[src/rtl/cordic_req_sched.sv]
// ============================================================================
// Module   : cordic_req_sched
// Purpose  : Round-robin scheduler that shares one CE-gated CORDIC pipeline
//            between two angle requesters and routes results back by tag.
//            Optional counters enabled by CORDIC_REQ_SCHED_STATS_EN.
// Revision : 1.0 - initial release
// ============================================================================
`default_nettype none

module cordic_req_sched #(
    parameter int W        = 32,
    parameter int PIPE_LAT = 20
) (
    input  logic         C,
    input  logic         CLR,
    input  logic         CE,
    input  logic         req0_valid,
    input  logic [W-1:0] req0_angle,
    output logic         req0_ready,
    input  logic         req1_valid,
    input  logic [W-1:0] req1_angle,
    output logic         req1_ready,
    output logic [W-1:0] pipe_angle,
    output logic         pipe_ce,
    input  logic [W-1:0] pipe_sine,
    input  logic [W-1:0] pipe_cos,
    output logic [W-1:0] rsp_sine,
    output logic [W-1:0] rsp_cos,
    output logic         rsp0_valid,
    input  logic         rsp0_ready,
    output logic         rsp1_valid,
    input  logic         rsp1_ready,
    output logic [5:0]   inflight
`ifdef CORDIC_REQ_SCHED_STATS_EN
    ,
    output logic [15:0]  issued0_cnt,
    output logic [15:0]  issued1_cnt,
    output logic [15:0]  stall_cnt
`endif
);

    localparam logic [5:0] LAT6 = 6'(PIPE_LAT);

    logic [PIPE_LAT-1:0] tok_vld;
    logic [PIPE_LAT-1:0] tok_tag;
    logic                tail_vld;
    logic                tail_tag;
    logic                stall;
    logic                grant0;
    logic                grant1;
    logic                issue;
    logic                consume;
    logic                last_grant;

    assign tail_vld = tok_vld[PIPE_LAT-1];
    assign tail_tag = tok_tag[PIPE_LAT-1];

    // Freeze everything when the owner of the tail result cannot take it.
    assign stall   = tail_vld & ~(tail_tag ? rsp1_ready : rsp0_ready);
    assign pipe_ce = CE & ~stall;

    // last_grant = 1 means requester 1 went last, so requester 0 wins a tie.
    assign grant0 = pipe_ce & req0_valid & (~req1_valid | last_grant);
    assign grant1 = pipe_ce & req1_valid & (~req0_valid | ~last_grant);
    assign issue  = grant0 | grant1;

    assign req0_ready = grant0;
    assign req1_ready = grant1;
    assign pipe_angle = grant0 ? req0_angle : (grant1 ? req1_angle : '0);

    assign rsp0_valid = tail_vld & ~tail_tag;
    assign rsp1_valid = tail_vld & tail_tag;
    assign rsp_sine   = pipe_sine;
    assign rsp_cos    = pipe_cos;

    assign consume = CE & ((rsp0_valid & rsp0_ready) | (rsp1_valid & rsp1_ready));

    always_ff @(posedge C or posedge CLR) begin
        if (CLR) begin
            tok_vld    <= '0;
            tok_tag    <= '0;
            inflight   <= '0;
            last_grant <= 1'b1;
        end else if (pipe_ce) begin
            tok_vld[0] <= issue;
            tok_tag[0] <= grant1;
            for (int i = 1; i < PIPE_LAT; i++) begin
                tok_vld[i] <= tok_vld[i-1];
                tok_tag[i] <= tok_tag[i-1];
            end
            if (issue) begin
                last_grant <= grant1;
            end
            if (issue && !consume && inflight != LAT6) begin
                inflight <= inflight + 6'd1;
            end else if (!issue && consume && inflight != 6'd0) begin
                inflight <= inflight - 6'd1;
            end
        end
    end

`ifdef CORDIC_REQ_SCHED_STATS_EN
    always_ff @(posedge C or posedge CLR) begin
        if (CLR) begin
            issued0_cnt <= '0;
            issued1_cnt <= '0;
            stall_cnt   <= '0;
        end else begin
            if (grant0 && issued0_cnt != 16'hFFFF) begin
                issued0_cnt <= issued0_cnt + 16'd1;
            end
            if (grant1 && issued1_cnt != 16'hFFFF) begin
                issued1_cnt <= issued1_cnt + 16'd1;
            end
            if (CE && stall && stall_cnt != 16'hFFFF) begin
                stall_cnt <= stall_cnt + 16'd1;
            end
        end
    end
`endif

endmodule

`default_nettype wire

[config.mk]
export PLATFORM = sky130hd
export DESIGN_NAME = cordic_req_sched
export DESIGN_NICKNAME = d
export VERILOG_FILES = /design/src/rtl/cordic_req_sched.sv
export SDC_FILE = /design/constraint.sdc
export NUM_CORES = 1
export LEC_CHECK = 0
export CORE_MARGIN = 3
export CORE_UTILIZATION = 35
export DETAILED_ROUTE_END_ITERATION = 10
export DONT_BUFFER_PORTS = 1
export GPL_TIMING_DRIVEN = 0
export PLACE_DENSITY = 0.49
export SLEW_MARGIN = 20
export SYNTH_ARGS = -nofsm -noshare
export SYNTH_HDL_FRONTEND = slang
export SYNTH_SLANG_ARGS = --single-unit
[constraint.sdc]
create_clock -name C -period 3.8 [get_ports C]
set_input_delay 0.76 -clock C [delete_from_list [all_inputs] [get_ports C]]
set_output_delay 0.76 -clock C [all_outputs]
set_load 0.03 [all_outputs]
# [Word-level counts from Yosys, hierarchy flattened]
# Cells that the tools add are included.
[word_totals] reg_bits=47 in_bits=135 out_inout_bits=107 wordCells=43
[op_classes] addsub=2 n_eq_ne=1 muxes=5 bitwise=21 n_reduce_logical=10
[ops] op="32-bit two-way mux" count=2
[ops] op="6-bit two-way mux" count=2
[ops] op="1-bit bitwise AND" count=11
[ops] op="6-bit by 1-bit adder with 6-bit output, second input constant" count=1
[ops] op="6-bit by 5-bit inequality test with 1-bit output, second input constant" count=1
[ops] op="1-bit inverter" count=6
[ops] op="6-bit nonzero test" count=1
[ops] op="6-bit by 1-bit subtractor with 6-bit output, second input constant" count=1
[ops] op="1-bit logical AND" count=4
[ops] op="1-bit OR" count=4
[ops] op="2-bit AND reduction" count=2
[ops] op="1-bit zero test" count=2
[ops] op="2-bit nonzero test" count=1
[ops] op="1-bit two-way mux" count=1

# [Logic depth before layout (Yosys ltp)]
[logic_depth] depth_word=13 ltp_mapped=7 mapped_depth_nobuf=7

# [Worst setup path before layout]
# Ideal clock, no wire load.
[synth_timing] path_kind="in2out" from="input rsp0_ready" to="output pipe_angle[24]" arrival_ns=2.005 required_ns=3.040 path_slack_ns=1.035 path_stages=6 n_path_buf=2 cell_sequence="mux2i_2 -> a21oi_2 -> and3_1 -> buf_4 -> buf_2 -> a22o_1"
[synth_between] elab_chain_cells=9 word_cells_on_any_way=11 cone_classes="mux: 3; bitwise: 8"
[synth_rtl] item="start, declared" line_no="30" text="input logic rsp0_ready,"
[synth_rtl] item="1-bit two-way mux" line_no="59" text="assign stall = tail_vld & ~(tail_tag ? rsp1_ready : rsp0_ready);"
[synth_rtl] item="1-bit inverter" line_no="59"
[synth_rtl] item="1-bit bitwise AND" line_no="59"
[synth_rtl] item="1-bit inverter" line_no="60" text="assign pipe_ce = CE & ~stall;"
[synth_rtl] item="1-bit bitwise AND" line_no="60"
[synth_rtl] item="1-bit bitwise AND (2 in a row)" line_no="64" text="assign grant1 = pipe_ce & req1_valid & (~req0_valid | ~last_grant);"
[synth_rtl] item="named net req1_ready" line_no="22" text="output logic req1_ready,"
[synth_rtl] item="32-bit two-way mux (2 in a row)" line_no="69" text="assign pipe_angle = grant0 ? req0_angle : (grant1 ? req1_angle : '0);"
[synth_rtl] item="end, declared" line_no="23" text="output logic [W-1:0] pipe_angle,"
# The timed path passes the listed nets, and every way through them passes these cells.

# [Worst setup path after layout]
[layout_timing] from="register tok_tag[19]" to="output pipe_angle[24]"
[layout_between] elab_chain_cells=9 word_cells_on_any_way=11 cone_classes="mux: 3; bitwise: 8"
[layout_rtl] item="start, declared" line_no="45" text="logic [PIPE_LAT-1:0] tok_tag;"
[layout_rtl] item="start signal, assigned by index" line_no="89" text="tok_tag[i] <= tok_tag[i-1];"
[layout_rtl] item="1-bit two-way mux" line_no="59"
[layout_rtl] item="1-bit inverter" line_no="59"
[layout_rtl] item="1-bit bitwise AND" line_no="59"
[layout_rtl] item="1-bit inverter" line_no="60"
[layout_rtl] item="1-bit bitwise AND" line_no="60"
[layout_rtl] item="1-bit bitwise AND (2 in a row)" line_no="64"
[layout_rtl] item="named net req1_ready" line_no="22"
[layout_rtl] item="32-bit two-way mux (2 in a row)" line_no="69"
# The timed path passes the listed nets, and every way through them passes these cells.

==> reports/summary.log <==
[cts] # hold bufs at CTS 0
[floorplanning] floorplan core area 7848 um^2
[cts] clock transition at the register clock pins on the worst setup and hold paths after CTS 0.09 ns
[timing] Fmax 304.8 MHz
[detailed_routing] total detailed-routing wirelength 12220 um
[cts] clk sinks 47
[run] max-cap viol count 0
[global_routing] initial antenna violation count 0
[detailed_routing] total number of vias 2060
[timing] number of pins exceeding their max-slew limit in the final report 0
[logic_synthesis] count of distinct cell types in the synthesized netlist 36
[timing] final setup violation count 0
[timing] Worst Tran Pin Value 0.5804 ns
[finish] fraction of layout instances using a drive strength above 1 44.70%
[critical_path] FF-to-FF path depth 7
[critical_path] nature of the critical path startpoint register
[cts] H-tree depth reported by CTS 2
[place] buffers added on ports 0
[logic_synthesis] cell types occupying the most area after synthesis sky130_fd_sc_hd__dfrtp_1, sky130_fd_sc_hd__buf_4, sky130_fd_sc_hd__mux2_2
[logic_synthesis] library cell with the largest summed area after synthesis sky130_fd_sc_hd__dfrtp_1
[critical_path] critical path startpoint tok_tag[19]$_DFFE_PP0N_
[logic_synthesis] most used standard cell by instance count after synthesis sky130_fd_sc_hd__buf_4
[logic_synthesis] count of synthesis-stage warnings from yosys 0
[cts] post-CTS setup-driven buffer insertion count 0
[finish] Filler Cell Count 792
[place] Post-Place Cell Area 3030 um^2
[power] worst ir drop on vdd 0.4027 mV
[place] RD Place Congestion 0.9199
[global_routing] maximum number of pins on one net before global-route repair 27
[finish] net count of the finished layout 403
[critical_path] start-to-end type of the worst setup path register to output pin
[critical_path] termination of the worst setup path pipe_angle[24]
[critical_path] reg-to-reg critical path endpoint inflight[5]$_DFFE_PP0P_
[finish] footprint of the multi-input gates 1132 um^2
[timing] Layout Skew 0.006783 ns
[floorplanning] die footprint 9362 um^2
[logic_synthesis] flop and latch count out of synthesis 47
[timing] total negative setup slack 0 ns
[critical_path] worst path arrival time 2.52 ns
[run_status] outcome completed
[timing] number of endpoints with negative hold slack in the final report 0
[finish] number of antenna diodes 0
[place] placed wire-length estimate 10840 um
[logic_synthesis] summed instance area of the synthesized netlist 2883 um^2
[detailed_routing] number of DRC markers after the initial detailed-route iteration 117
[timing] final critical-path share of the clock period 86.35%
[floorplanning] chip width 96.76 um
[logic_synthesis] share of the yosys chip area belonging to registers 40.84%
[logic_synthesis] number of cells produced by synthesis 255
[global_routing] overall routing resource usage 25.28%
[cts] CTS root buf sky130_fd_sc_hd__clkbuf_8
[finish] Area growth syn-to-layout 8.594%
[detailed_routing] count of unresolved DRC violations after routing 0
[cts] CTS-repair resized insts 0
[logic_synthesis] fraction of synthesis flops using an asynchronous set or reset pin 100.0%
[critical_path] R2R Path Start inflight[0]$_DFFE_PP0P_
[finish] area taken by flip-flops and latches 1177 um^2
[timing] worst slack on hold paths 0.3649 ns
[global_routing] aggregate global routing overflow 0
[timing] Period minus WS final 3.281 ns
[logic_synthesis] proportion of netlist area held by the largest area contributor 39.93%
[critical_path] required time at the endpoint of the critical path 3.04 ns
[detailed_routing] average wire length per cell after detail routing 33.39 um
[logic_synthesis] post-synthesis net count 395
[timing] setup repair after global routing missed its margin no
[floorplanning] Cell Rows 32
[logic_synthesis] synth cell count leaders sky130_fd_sc_hd__buf_4, sky130_fd_sc_hd__dfrtp_1, sky130_fd_sc_hd__a22o_1, sky130_fd_sc_hd__mux2_2, sky130_fd_sc_hd__mux2_1
[logic_synthesis] average size of a mapped cell 11.30 um^2
[cts] worst-case clock buffer depth 2
[floorplanning] height of the chip 96.76 um
[logic_synthesis] Post-synth EDFFs 0
[finish] Design Area, Final 3131 um^2
[critical_path] biggest fanout along the worst timing path 10
[cts] clock tree from TritonCTS yes
[timing] max_slew headroom 61.16%
[floorplanning] number of primary I/O pins 242
[global_routing] number of global-route vias before repair 2032
[cts] clock latency on the worst-skew pair 0.30 ns
[power] Power per Cell Area 735.9 nW/um^2
[critical_path] reg-to-reg slack, setup 0.74 ns
[detailed_routing] drt pass-1 iters 4
[detailed_routing] antenna-violating nets left 0
[power] leakage power total 1.410 nW
[cts] total CTS buffers 5
[detailed_routing] via density per instance 5.628
[critical_path] capturing element type of the critical path output pin
[floorplanning] effective utilization at floorplan 36.73%
[min_path] type of the worst min-delay path primary input to async pin
[global_routing] first-pass GRT wire length 16710 um
[logic_synthesis] prevailing post-synth register cell sky130_fd_sc_hd__dfrtp_1
layer usage:
metal  vias to the layer above  part of all wire [%]  track usage, %
li1                        865                     -               -
met1                      1060                    39           31.65
met2                       125                    52           43.68
met3                        10                   7.7           8.003
met4                         0                   1.0           3.672
met5                         -                     0               0
flip-flops by register name, indices dropped and copies added, names as in the netlist:
signal and cells:
last_grant 1, inflight 6, tok_tag 20, tok_vld 20
power breakdown:
part / total [W] / internal, W / switching, W
clock: 0.000325 / 0.000166 / 0.000159
combinational: 0.00102 / 0.000434 / 0.000582
sequential: 0.000962 / 0.000730 / 0.000232
cell type report:
| class | count | share of cell area (%) |
|---|---|---|
| Buffer | 76 | 17.59 |
| Clock buffer | 8 | 3.197 |
| Inverter | 6 | 0.7194 |
| Multi-Input combinational cell | 126 | 36.17 |
| Sequential cell | 47 | 37.61 |
| Tap cell | 102 | 4.077 |
| Timing Repair Buffer | 1 | 0.6395 |
cell usage in the layout, fill, tap and decap left out, drive strengths merged, types with 2 or more instances in the layout:
cell type	synthesis	layout
buf	76	77
dfrtp	46	46
mux2	40	40
a22o	32	32
clkbuf	0	8
a21oi	7	7
o21ai	7	7
nor2	6	6
inv	6	6
ha	4	4
xnor2	3	3
a21o	3	3
nand2	3	3
o21bai	2	2
and3	2	2
kinds of logic after synthesis:
logic type	share of synthesized area, %
and+or+nand+nor	4.470
AOI/OAI and AO/OA	15.06
xor gates and xnor gates	1.215
adders and majority gates	2.431
muxes	16.10
buffers and inverters	19.88
DFF	40.84
per-stage QoR:
step           power, W  util [%]  setup slack [ns]  std cells
2_1_floorplan  0.001786         -             1.035        255
3_3_place_gp   0.001971     38.36            0.5801        357
3_5_place_dp   0.001994     38.62            0.5714        358
4_1_cts        0.002324     39.89            0.4690        366
5_1_grt        0.002471     39.89            0.3652        366
6_report       0.002304     39.89            0.5187        366
worst min path at each step:
| stage | startpoint | end | slack [ns] | cells after the start |
|---|---|---|---|---|
| after floorplan | tok_vld[18]$_DFFE_PP0N_ | tok_vld[19]$_DFFE_PP0N_ | 0.44 | 2 |
| after global placement | tok_tag[0]$_DFFE_PP0N_ | tok_tag[0]$_DFFE_PP0N_ | 0.46 | 1 |
| after detailed placement | tok_tag[0]$_DFFE_PP0N_ | tok_tag[0]$_DFFE_PP0N_ | 0.47 | 1 |
| after CTS | CLR | inflight[5]$_DFFE_PP0P_ | 0.37 | 1 |
| after global routing | CLR | tok_vld[10]$_DFFE_PP0N_ | 0.39 | 1 |
| final | CLR | inflight[5]$_DFFE_PP0P_ | 0.36 | 1 |
critical path: stages, from the launching register on:
cell and delay [ns]:
sky130_fd_sc_hd__dfrtp_1 0.43, sky130_fd_sc_hd__mux2i_2 0.21, sky130_fd_sc_hd__a21oi_2 0.40, sky130_fd_sc_hd__and3_1 0.23, sky130_fd_sc_hd__buf_4 0.14, sky130_fd_sc_hd__buf_2 0.33
sky130_fd_sc_hd__a22o_1 0.46
Note: power is estimated with default switching activity, not from simulation.
